<file path="src/rtl/vga_pkg.sv">
// -----------------------------------------------------------------------------
// vga_pkg
// Shared types and the default 640x480@60 Hz timing geometry used by the VGA
// image scanout block and its timing counter.
//   pixel_t : one 8-bit grayscale sample
//   coord_t : one 10-bit screen coordinate (covers 0..799 and 0..524)
//   in_span : half-open range test lo <= x < hi on screen coordinates
// -----------------------------------------------------------------------------
package vga_pkg;

    typedef logic [7:0] pixel_t;
    typedef logic [9:0] coord_t;

    // Default 640x480@60 Hz geometry.
    localparam int H_TOTAL      = 800;
    localparam int V_TOTAL      = 525;
    localparam int H_SYNC_START = 656;
    localparam int H_SYNC_END   = 752;
    localparam int V_SYNC_START = 490;
    localparam int V_SYNC_END   = 492;

    function automatic logic in_span(input coord_t x, input coord_t lo, input coord_t hi);
        return (x >= lo) && (x < hi);
    endfunction

endpackage

</file>
<file path="src/rtl/vga_timing_counter.sv">
// -----------------------------------------------------------------------------
// vga_timing_counter
// Free-running horizontal/vertical pixel counters with the raw (undelayed)
// timing flags derived from them.
//   i_clk          : pixel clock
//   i_reset        : synchronous, active-high; counters return to (0,0)
//   o_h, o_v       : current column / line
//   o_hsync_raw    : active-low horizontal sync for the current column
//   o_vsync_raw    : active-low vertical sync for the current line
//   o_visible      : current (h,v) lies in the active picture
//   o_frame_wrap   : counters are at the last pixel of the frame, so the next
//                    edge brings them back to (0,0)
// -----------------------------------------------------------------------------
module vga_timing_counter
    import vga_pkg::*;
#(
    parameter int H_VISIBLE = 640,
    parameter int H_FRONT   = 16,
    parameter int H_SYNC    = 96,
    parameter int H_BACK    = 48,
    parameter int V_VISIBLE = 480,
    parameter int V_FRONT   = 10,
    parameter int V_SYNC    = 2,
    parameter int V_BACK    = 33
) (
    input  logic   i_clk,
    input  logic   i_reset,
    output coord_t o_h,
    output coord_t o_v,
    output logic   o_hsync_raw,
    output logic   o_vsync_raw,
    output logic   o_visible,
    output logic   o_frame_wrap
);

    localparam coord_t C_H_LAST     = coord_t'(H_VISIBLE + H_FRONT + H_SYNC + H_BACK - 1);
    localparam coord_t C_V_LAST     = coord_t'(V_VISIBLE + V_FRONT + V_SYNC + V_BACK - 1);
    localparam coord_t C_H_VIS      = coord_t'(H_VISIBLE);
    localparam coord_t C_V_VIS      = coord_t'(V_VISIBLE);
    localparam coord_t C_HS_START   = coord_t'(H_VISIBLE + H_FRONT);
    localparam coord_t C_HS_END     = coord_t'(H_VISIBLE + H_FRONT + H_SYNC);
    localparam coord_t C_VS_START   = coord_t'(V_VISIBLE + V_FRONT);
    localparam coord_t C_VS_END     = coord_t'(V_VISIBLE + V_FRONT + V_SYNC);

    coord_t r_h;
    coord_t r_v;
    logic   w_h_last;
    logic   w_v_last;

    assign w_h_last = (r_h == C_H_LAST);
    assign w_v_last = (r_v == C_V_LAST);

    always_ff @(posedge i_clk) begin
        if (i_reset) begin
            r_h <= '0;
            r_v <= '0;
        end else if (w_h_last) begin
            r_h <= '0;
            r_v <= w_v_last ? '0 : r_v + 10'd1;
        end else begin
            r_h <= r_h + 10'd1;
        end
    end

    assign o_h          = r_h;
    assign o_v          = r_v;
    assign o_hsync_raw  = !in_span(r_h, C_HS_START, C_HS_END);
    assign o_vsync_raw  = !in_span(r_v, C_VS_START, C_VS_END);
    assign o_visible    = (r_h < C_H_VIS) && (r_v < C_V_VIS);
    assign o_frame_wrap = w_h_last && w_v_last;

endmodule

</file>
<file path="src/rtl/vga_image_scanout.sv">
// -----------------------------------------------------------------------------
// vga_image_scanout
// Scans out two side-by-side grayscale image windows (encrypted on the left,
// decrypted on the right) on a VGA raster, fetching pixels through one shared
// GPU read address. All outputs lag the raster counters by two clocks.
//   clk, reset       : pixel clock, synchronous active-high reset
//   show_decrypted   : enables the decrypted window (sampled once per frame)
//   encrypted_gpu    : encrypted byte for gpu_address, valid one clk later
//   decrypted_gpu    : decrypted byte for gpu_address, valid one clk later
//   gpu_address      : shared image byte address, 0..IMG_W*IMG_H-1
//   vga_hsync/vsync  : active-low syncs
//   vga_blank_n      : high in the active picture
//   vga_r/g/b        : grayscale replicated on all three channels
//   frame_start      : one-clk pulse while pixel (0,0) is on the outputs
// -----------------------------------------------------------------------------
module vga_image_scanout
    import vga_pkg::*;
#(
    parameter int H_VISIBLE = 640,
    parameter int H_FRONT   = 16,
    parameter int H_SYNC    = 96,
    parameter int H_BACK    = 48,
    parameter int V_VISIBLE = 480,
    parameter int V_FRONT   = 10,
    parameter int V_SYNC    = 2,
    parameter int V_BACK    = 33,
    parameter int IMG_W     = 256,
    parameter int IMG_H     = 256,
    parameter int X0_ENC    = 32,
    parameter int X0_DEC    = 352,
    parameter int Y0        = 112
) (
    input  logic        clk,
    input  logic        reset,
    input  logic        show_decrypted,
    input  pixel_t      encrypted_gpu,
    input  pixel_t      decrypted_gpu,
    output logic [31:0] gpu_address,
    output logic        vga_hsync,
    output logic        vga_vsync,
    output logic        vga_blank_n,
    output pixel_t      vga_r,
    output pixel_t      vga_g,
    output pixel_t      vga_b,
    output logic        frame_start
);

    if ((X0_ENC < X0_DEC + IMG_W) && (X0_DEC < X0_ENC + IMG_W)) begin : g_overlap
        $error("vga_image_scanout: encrypted and decrypted windows overlap");
    end

    localparam coord_t C_X0_ENC  = coord_t'(X0_ENC);
    localparam coord_t C_XE_ENC  = coord_t'(X0_ENC + IMG_W);
    localparam coord_t C_X0_DEC  = coord_t'(X0_DEC);
    localparam coord_t C_XE_DEC  = coord_t'(X0_DEC + IMG_W);
    localparam coord_t C_Y0      = coord_t'(Y0);
    localparam coord_t C_YE      = coord_t'(Y0 + IMG_H);
    // Last column of whichever window sits further right: the row base may
    // only advance once both windows have finished the current image line.
    localparam coord_t C_X_LAST  = coord_t'(((X0_ENC > X0_DEC) ? X0_ENC : X0_DEC) + IMG_W - 1);

    coord_t w_h;
    coord_t w_v;
    logic   w_hsync_raw;
    logic   w_vsync_raw;
    logic   w_visible;
    logic   w_frame_wrap;

    vga_timing_counter #(
        .H_VISIBLE (H_VISIBLE),
        .H_FRONT   (H_FRONT),
        .H_SYNC    (H_SYNC),
        .H_BACK    (H_BACK),
        .V_VISIBLE (V_VISIBLE),
        .V_FRONT   (V_FRONT),
        .V_SYNC    (V_SYNC),
        .V_BACK    (V_BACK)
    ) u_timing (
        .i_clk        (clk),
        .i_reset      (reset),
        .o_h          (w_h),
        .o_v          (w_v),
        .o_hsync_raw  (w_hsync_raw),
        .o_vsync_raw  (w_vsync_raw),
        .o_visible    (w_visible),
        .o_frame_wrap (w_frame_wrap)
    );

    // ---- stage 0: window decode on the live counters ----
    logic   w_row_in;
    logic   w_in_enc;
    logic   w_in_dec;
    logic   w_first;
    coord_t w_col;

    assign w_row_in = in_span(w_v, C_Y0, C_YE);
    assign w_in_enc = w_row_in && in_span(w_h, C_X0_ENC, C_XE_ENC);
    assign w_in_dec = w_row_in && in_span(w_h, C_X0_DEC, C_XE_DEC);
    assign w_first  = (w_h == '0) && (w_v == '0);
    assign w_col    = w_in_enc ? (w_h - C_X0_ENC) : (w_h - C_X0_DEC);

    // ---- stage 1: address issue, flags delayed one clock ----
    logic [31:0] r_row_base;
    logic [31:0] r_addr_p1;
    logic        r_hsync_p1;
    logic        r_vsync_p1;
    logic        r_visible_p1;
    logic        r_in_enc_p1;
    logic        r_in_dec_p1;
    logic        r_first_p1;
    logic        r_show_frame;

    always_ff @(posedge clk) begin
        if (reset) begin
            r_row_base   <= '0;
            r_addr_p1    <= '0;
            r_hsync_p1   <= 1'b1;
            r_vsync_p1   <= 1'b1;
            r_visible_p1 <= 1'b0;
            r_in_enc_p1  <= 1'b0;
            r_in_dec_p1  <= 1'b0;
            r_first_p1   <= 1'b0;
            r_show_frame <= 1'b0;
        end else begin
            // Address holds outside the windows so the memory sees no churn.
            if (w_in_enc || w_in_dec) begin
                r_addr_p1 <= r_row_base + 32'(w_col);
            end
            if (w_frame_wrap) begin
                r_row_base <= '0;
            end else if (w_row_in && (w_h == C_X_LAST)) begin
                r_row_base <= r_row_base + 32'(IMG_W);
            end
            // Sampled only at the frame boundary so a toggle never tears.
            if (w_frame_wrap) begin
                r_show_frame <= show_decrypted;
            end
            r_hsync_p1   <= w_hsync_raw;
            r_vsync_p1   <= w_vsync_raw;
            r_visible_p1 <= w_visible;
            r_in_enc_p1  <= w_in_enc;
            r_in_dec_p1  <= w_in_dec;
            r_first_p1   <= w_first;
        end
    end

    // ---- stage 2: memory data valid, pixel select ----
    pixel_t r_pix_p2;
    logic   r_hsync_p2;
    logic   r_vsync_p2;
    logic   r_blank_n_p2;
    logic   r_frame_start_p2;

    always_ff @(posedge clk) begin
        if (reset) begin
            r_pix_p2         <= '0;
            r_hsync_p2       <= 1'b1;
            r_vsync_p2       <= 1'b1;
            r_blank_n_p2     <= 1'b0;
            r_frame_start_p2 <= 1'b0;
        end else begin
            if (r_in_enc_p1) begin
                r_pix_p2 <= encrypted_gpu;
            end else if (r_in_dec_p1 && r_show_frame) begin
                r_pix_p2 <= decrypted_gpu;
            end else begin
                r_pix_p2 <= '0;
            end
            r_hsync_p2       <= r_hsync_p1;
            r_vsync_p2       <= r_vsync_p1;
            r_blank_n_p2     <= r_visible_p1;
            r_frame_start_p2 <= r_first_p1;
        end
    end

    assign gpu_address = r_addr_p1;
    assign vga_hsync   = r_hsync_p2;
    assign vga_vsync   = r_vsync_p2;
    assign vga_blank_n = r_blank_n_p2;
    assign vga_r       = r_pix_p2;
    assign vga_g       = r_pix_p2;
    assign vga_b       = r_pix_p2;
    assign frame_start = r_frame_start_p2;

endmodule

</file>
<file path="config.mk">
export PLATFORM = sky130hd
export DESIGN_NAME = vga_image_scanout
export DESIGN_NICKNAME = d
export VERILOG_FILES = /design/src/rtl/vga_pkg.sv /design/src/rtl/vga_timing_counter.sv /design/src/rtl/vga_image_scanout.sv
export SDC_FILE = /design/constraint.sdc
export NUM_CORES = 1
export LEC_CHECK = 0
export CAP_MARGIN = 20
export CORE_MARGIN = 2
export CORE_UTILIZATION = 40
export CTS_BUF_LIST = sky130_fd_sc_hd__clkbuf_8
export CTS_CLUSTER_SIZE = 40
export DETAILED_ROUTE_END_ITERATION = 12
export GPL_TIMING_DRIVEN = 0
export SLEW_MARGIN = 10
export SYNTH_ARGS = -nofsm -noshare
export SYNTH_HDL_FRONTEND = slang
export SYNTH_SLANG_ARGS = --single-unit
</file>
<file path="constraint.sdc">
create_clock -name clk -period 8.4 [get_ports clk]
set_input_delay 1.68 -clock clk [delete_from_list [all_inputs] [get_ports clk]]
set_output_delay 1.68 -clock clk [all_outputs]
set_load 0.02 [all_outputs]
</file>
==> reports/results.txt <==
Initial antenna violation count -> 0
Avg Cell Area, Syn -> 8.42 µm²
Setup TNS -> 0 ns
Diode count -> 0
Hold/Removal Path Class -> reg -> reg
PwrDens -> 128 nW/µm²
Max-cap violation count -> 0
Slew HR -> 46.3%
Skew-Pair Late Insertion Delay -> 0.37 ns
Critical Path Start Type -> flop
CTS Buffer Depth -> 2
Number of H-tree levels -> 3
TritonRoute pass-1 iters -> 5
Crit path capture type -> flop
F_max -> 0.247 GHz
Die ar. -> 12900 µm²
Synth top cells by count -> 95 x dfxtp_1, 57 x a21oi_1, 51 x nor2_1
VDD IR max -> 0.0613 mV
Syn_nets -> 601
Die W -> 114 µm
Largest net degree at the start of global routing -> 17
CTS tree -> built
Cell area after synthesis -> 4810 µm²
Synthesized flop and latch total -> 95
Worst slew pin tran -> 0.799 ns
# port buffers -> 77
Nets -> 689
ANT nets after route -> 0
Placer congestion estimate -> 0.898
Boundary pin count -> 79
Drt first-iter violations -> 260
Area post-placement -> 5760 µm²
Fin util -> 50.0%
Synth area leader -> dfxtp_1
Worst path arrival time -> 4.28 ns
Cell with the most instances after synthesis -> dfxtp_1
Synth Instances -> 571
Final setup skew -> 0.00845 ns
Grt ovf -> 0
Routed wire length per instance -> 16.0 µm
Vias -> 4433
First-pass GRT wire length -> 21.1 mm
Top_reg_cell synth -> dfxtp_1
WS Path Type -> reg -> reg
RSZ-0062 raised after global routing -> no
Final hold viol count -> 0
Yosys warnings -> 0
Fill count -> 1158
Inst Count DP -> 795
# setup viols final -> 0
Final Cell Area -> 5930 µm²
Post-place setup slack -> 4.41 ns
CTS resizes -> 0
Post-CTS Setup Bufs -> 0
Drt via density -> 5.47
Tmin final -> 4.04 ns
Multi-input combinational cell area -> 2560 µm²
Reg2reg start -> u_timing.o_h[9]
Final Non-Filler Cells -> 811
CTS buffer count -> 9
Number of flops mapped to enable cells by yosys -> 0
Die height -> 114 µm
Vias in the first global route -> 4142
Area Overhead vs Synth -> 23.5%
Proportion of netlist area held by the largest area contributor -> 39.6%
Post-Route WL -> 13.0 mm
Synth unique cells -> 51
Total power -> 0.759 mW
Hold path startpoint -> r_hsync_p1
R2R Setup Slk -> 4.36 ns
Root Driver -> clkbuf_8
Hold_ws -> 0.418 ns
DRC Markers -> 0
Synth area leaders -> dfxtp_1 40%, a21oi_1 5.9%, xnor2_1 4.9%, xor2_1 4.6%, nor2_1 4.0%
Origin of the worst setup path -> u_timing.o_h[9]
CP required -> 8.64 ns
Pleak -> 1.94 nW
Share of post-route cells with drive strength above 1 -> 8.13%
Crit path max fanout -> 10
Sequential-to-total area share from yosys stat -> 39.6%
Outcome -> complete, no violations
Row Count -> 40
Tcrit/Tclk final -> 48.1%
Hold_buf cts -> 0
CTS clock-pin slew for the worst setup and hold paths -> 0.10 ns
CTS sink cnt -> 95
Pins Over Slew Limit -> 0
Worst setup margin -> 4.36 ns
Total track usage -> 20.5%
Detailed Place HPWL -> 9.88 mm
Initial Util -> 40.5%
Core Box Area -> 11900 µm²
Sequential cell area -> 1900 µm²
Async S/R FF share, synth -> 0%
layer usage:
metal	global-route usage, %	routed length (µm)
met4	5.53	172
met1	26.8	5890
met3	5.10	895
met5	0	0
met2	34.1	6030
worst paths after layout:
check	end	cells past startpoint
max	gpu_address[29]	12
min	vga_hsync	1
max reg2reg	gpu_address[29]	12
min reg2reg	vga_hsync	1
final cells by class:
| cell class | instances | share of cell area (%) |
|---|---|---|
| Tap cell | 147 | 3.10 |
| Timing Repair Buffer | 77 | 13.0 |
| Inverter | 10 | 0.633 |
| Sequential cell | 95 | 32.0 |
| Clock inverter | 7 | 0.843 |
| Clock buffer | 9 | 2.09 |
| Multi-Input combinational cell | 407 | 43.1 |
| Buffer | 59 | 5.21 |
cell families after synthesis:
logic type	Yosys count	share of synthesized area, %
compound gates	119	14.9
mux	5	1.07
flops	95	39.6
buf+inv	69	7.21
fa+ha+maj	11	3.02
xor+xnor	52	9.48
simple gates	220	24.7
worst max-delay path: stages, from the launching register on:
cell and delay (ns):
dfxtp_1 0.34, buf_1 0.22, nor4_2 0.42, a31oi_1 0.20
a2111o_1 0.50, a221oi_1 0.30, a21oi_1 0.12, ha_1 0.35
a21oi_1 0.15, nor4_1 0.70, nand3_1 0.18, xor2_1 0.30
a211oi_1 0.12
power by group:
| part | leakage (nW) | internal, mW | switching (mW) |
|---|---|---|---|
| Combinational | 1.09 | 0.0136 | 0.0150 |
| Clock | 0.0812 | 0.107 | 0.169 |
| Sequential | 0.767 | 0.453 | 0.00177 |
placed cells by master, fill, tap and decap left out, types with 3 or more instances in the layout:
| cell | netlist | layout |
|---|---|---|
| clkbuf_8 | 0 | 9 |
| nand4_1 | 20 | 20 |
| clkbuf_1 | 25 | 25 |
| o21ai_0 | 14 | 14 |
| nor3b_1 | 9 | 9 |
| ha_1 | 10 | 10 |
| nor3_1 | 15 | 15 |
| buf_2 | 10 | 10 |
| nand3_1 | 30 | 30 |
| a31oi_1 | 3 | 3 |
| and4_1 | 6 | 6 |
| xor2_1 | 25 | 25 |
| and2_1 | 7 | 7 |
| buf_1 | 4 | 4 |
| o31ai_1 | 8 | 8 |
| and3_1 | 7 | 7 |
| or4_1 | 8 | 8 |
| nor2b_1 | 8 | 8 |
| a211oi_1 | 24 | 24 |
| clkdlybuf4s50_1 | 0 | 77 |
| nand2_1 | 31 | 31 |
| clkinvlp_4 | 0 | 3 |
| dfxtp_1 | 95 | 95 |
| a21oi_1 | 57 | 57 |
| nor2_1 | 51 | 51 |
| mux2i_1 | 4 | 4 |
| buf_4 | 20 | 20 |
| xnor2_1 | 27 | 27 |
| or3_1 | 4 | 4 |
| nor4_1 | 10 | 10 |
| inv_1 | 10 | 10 |
sequential cells by signal (all words and copies together) (netlist names), 8 cells and up:
| signal | flops |
|---|---|
| r_row_base | 24 |
| u_timing.o_h | 10 |
| vga_b | 8 |
| gpu_address | 32 |
| u_timing.o_v | 10 |
Note: power is estimated with default switching activity, not from simulation.
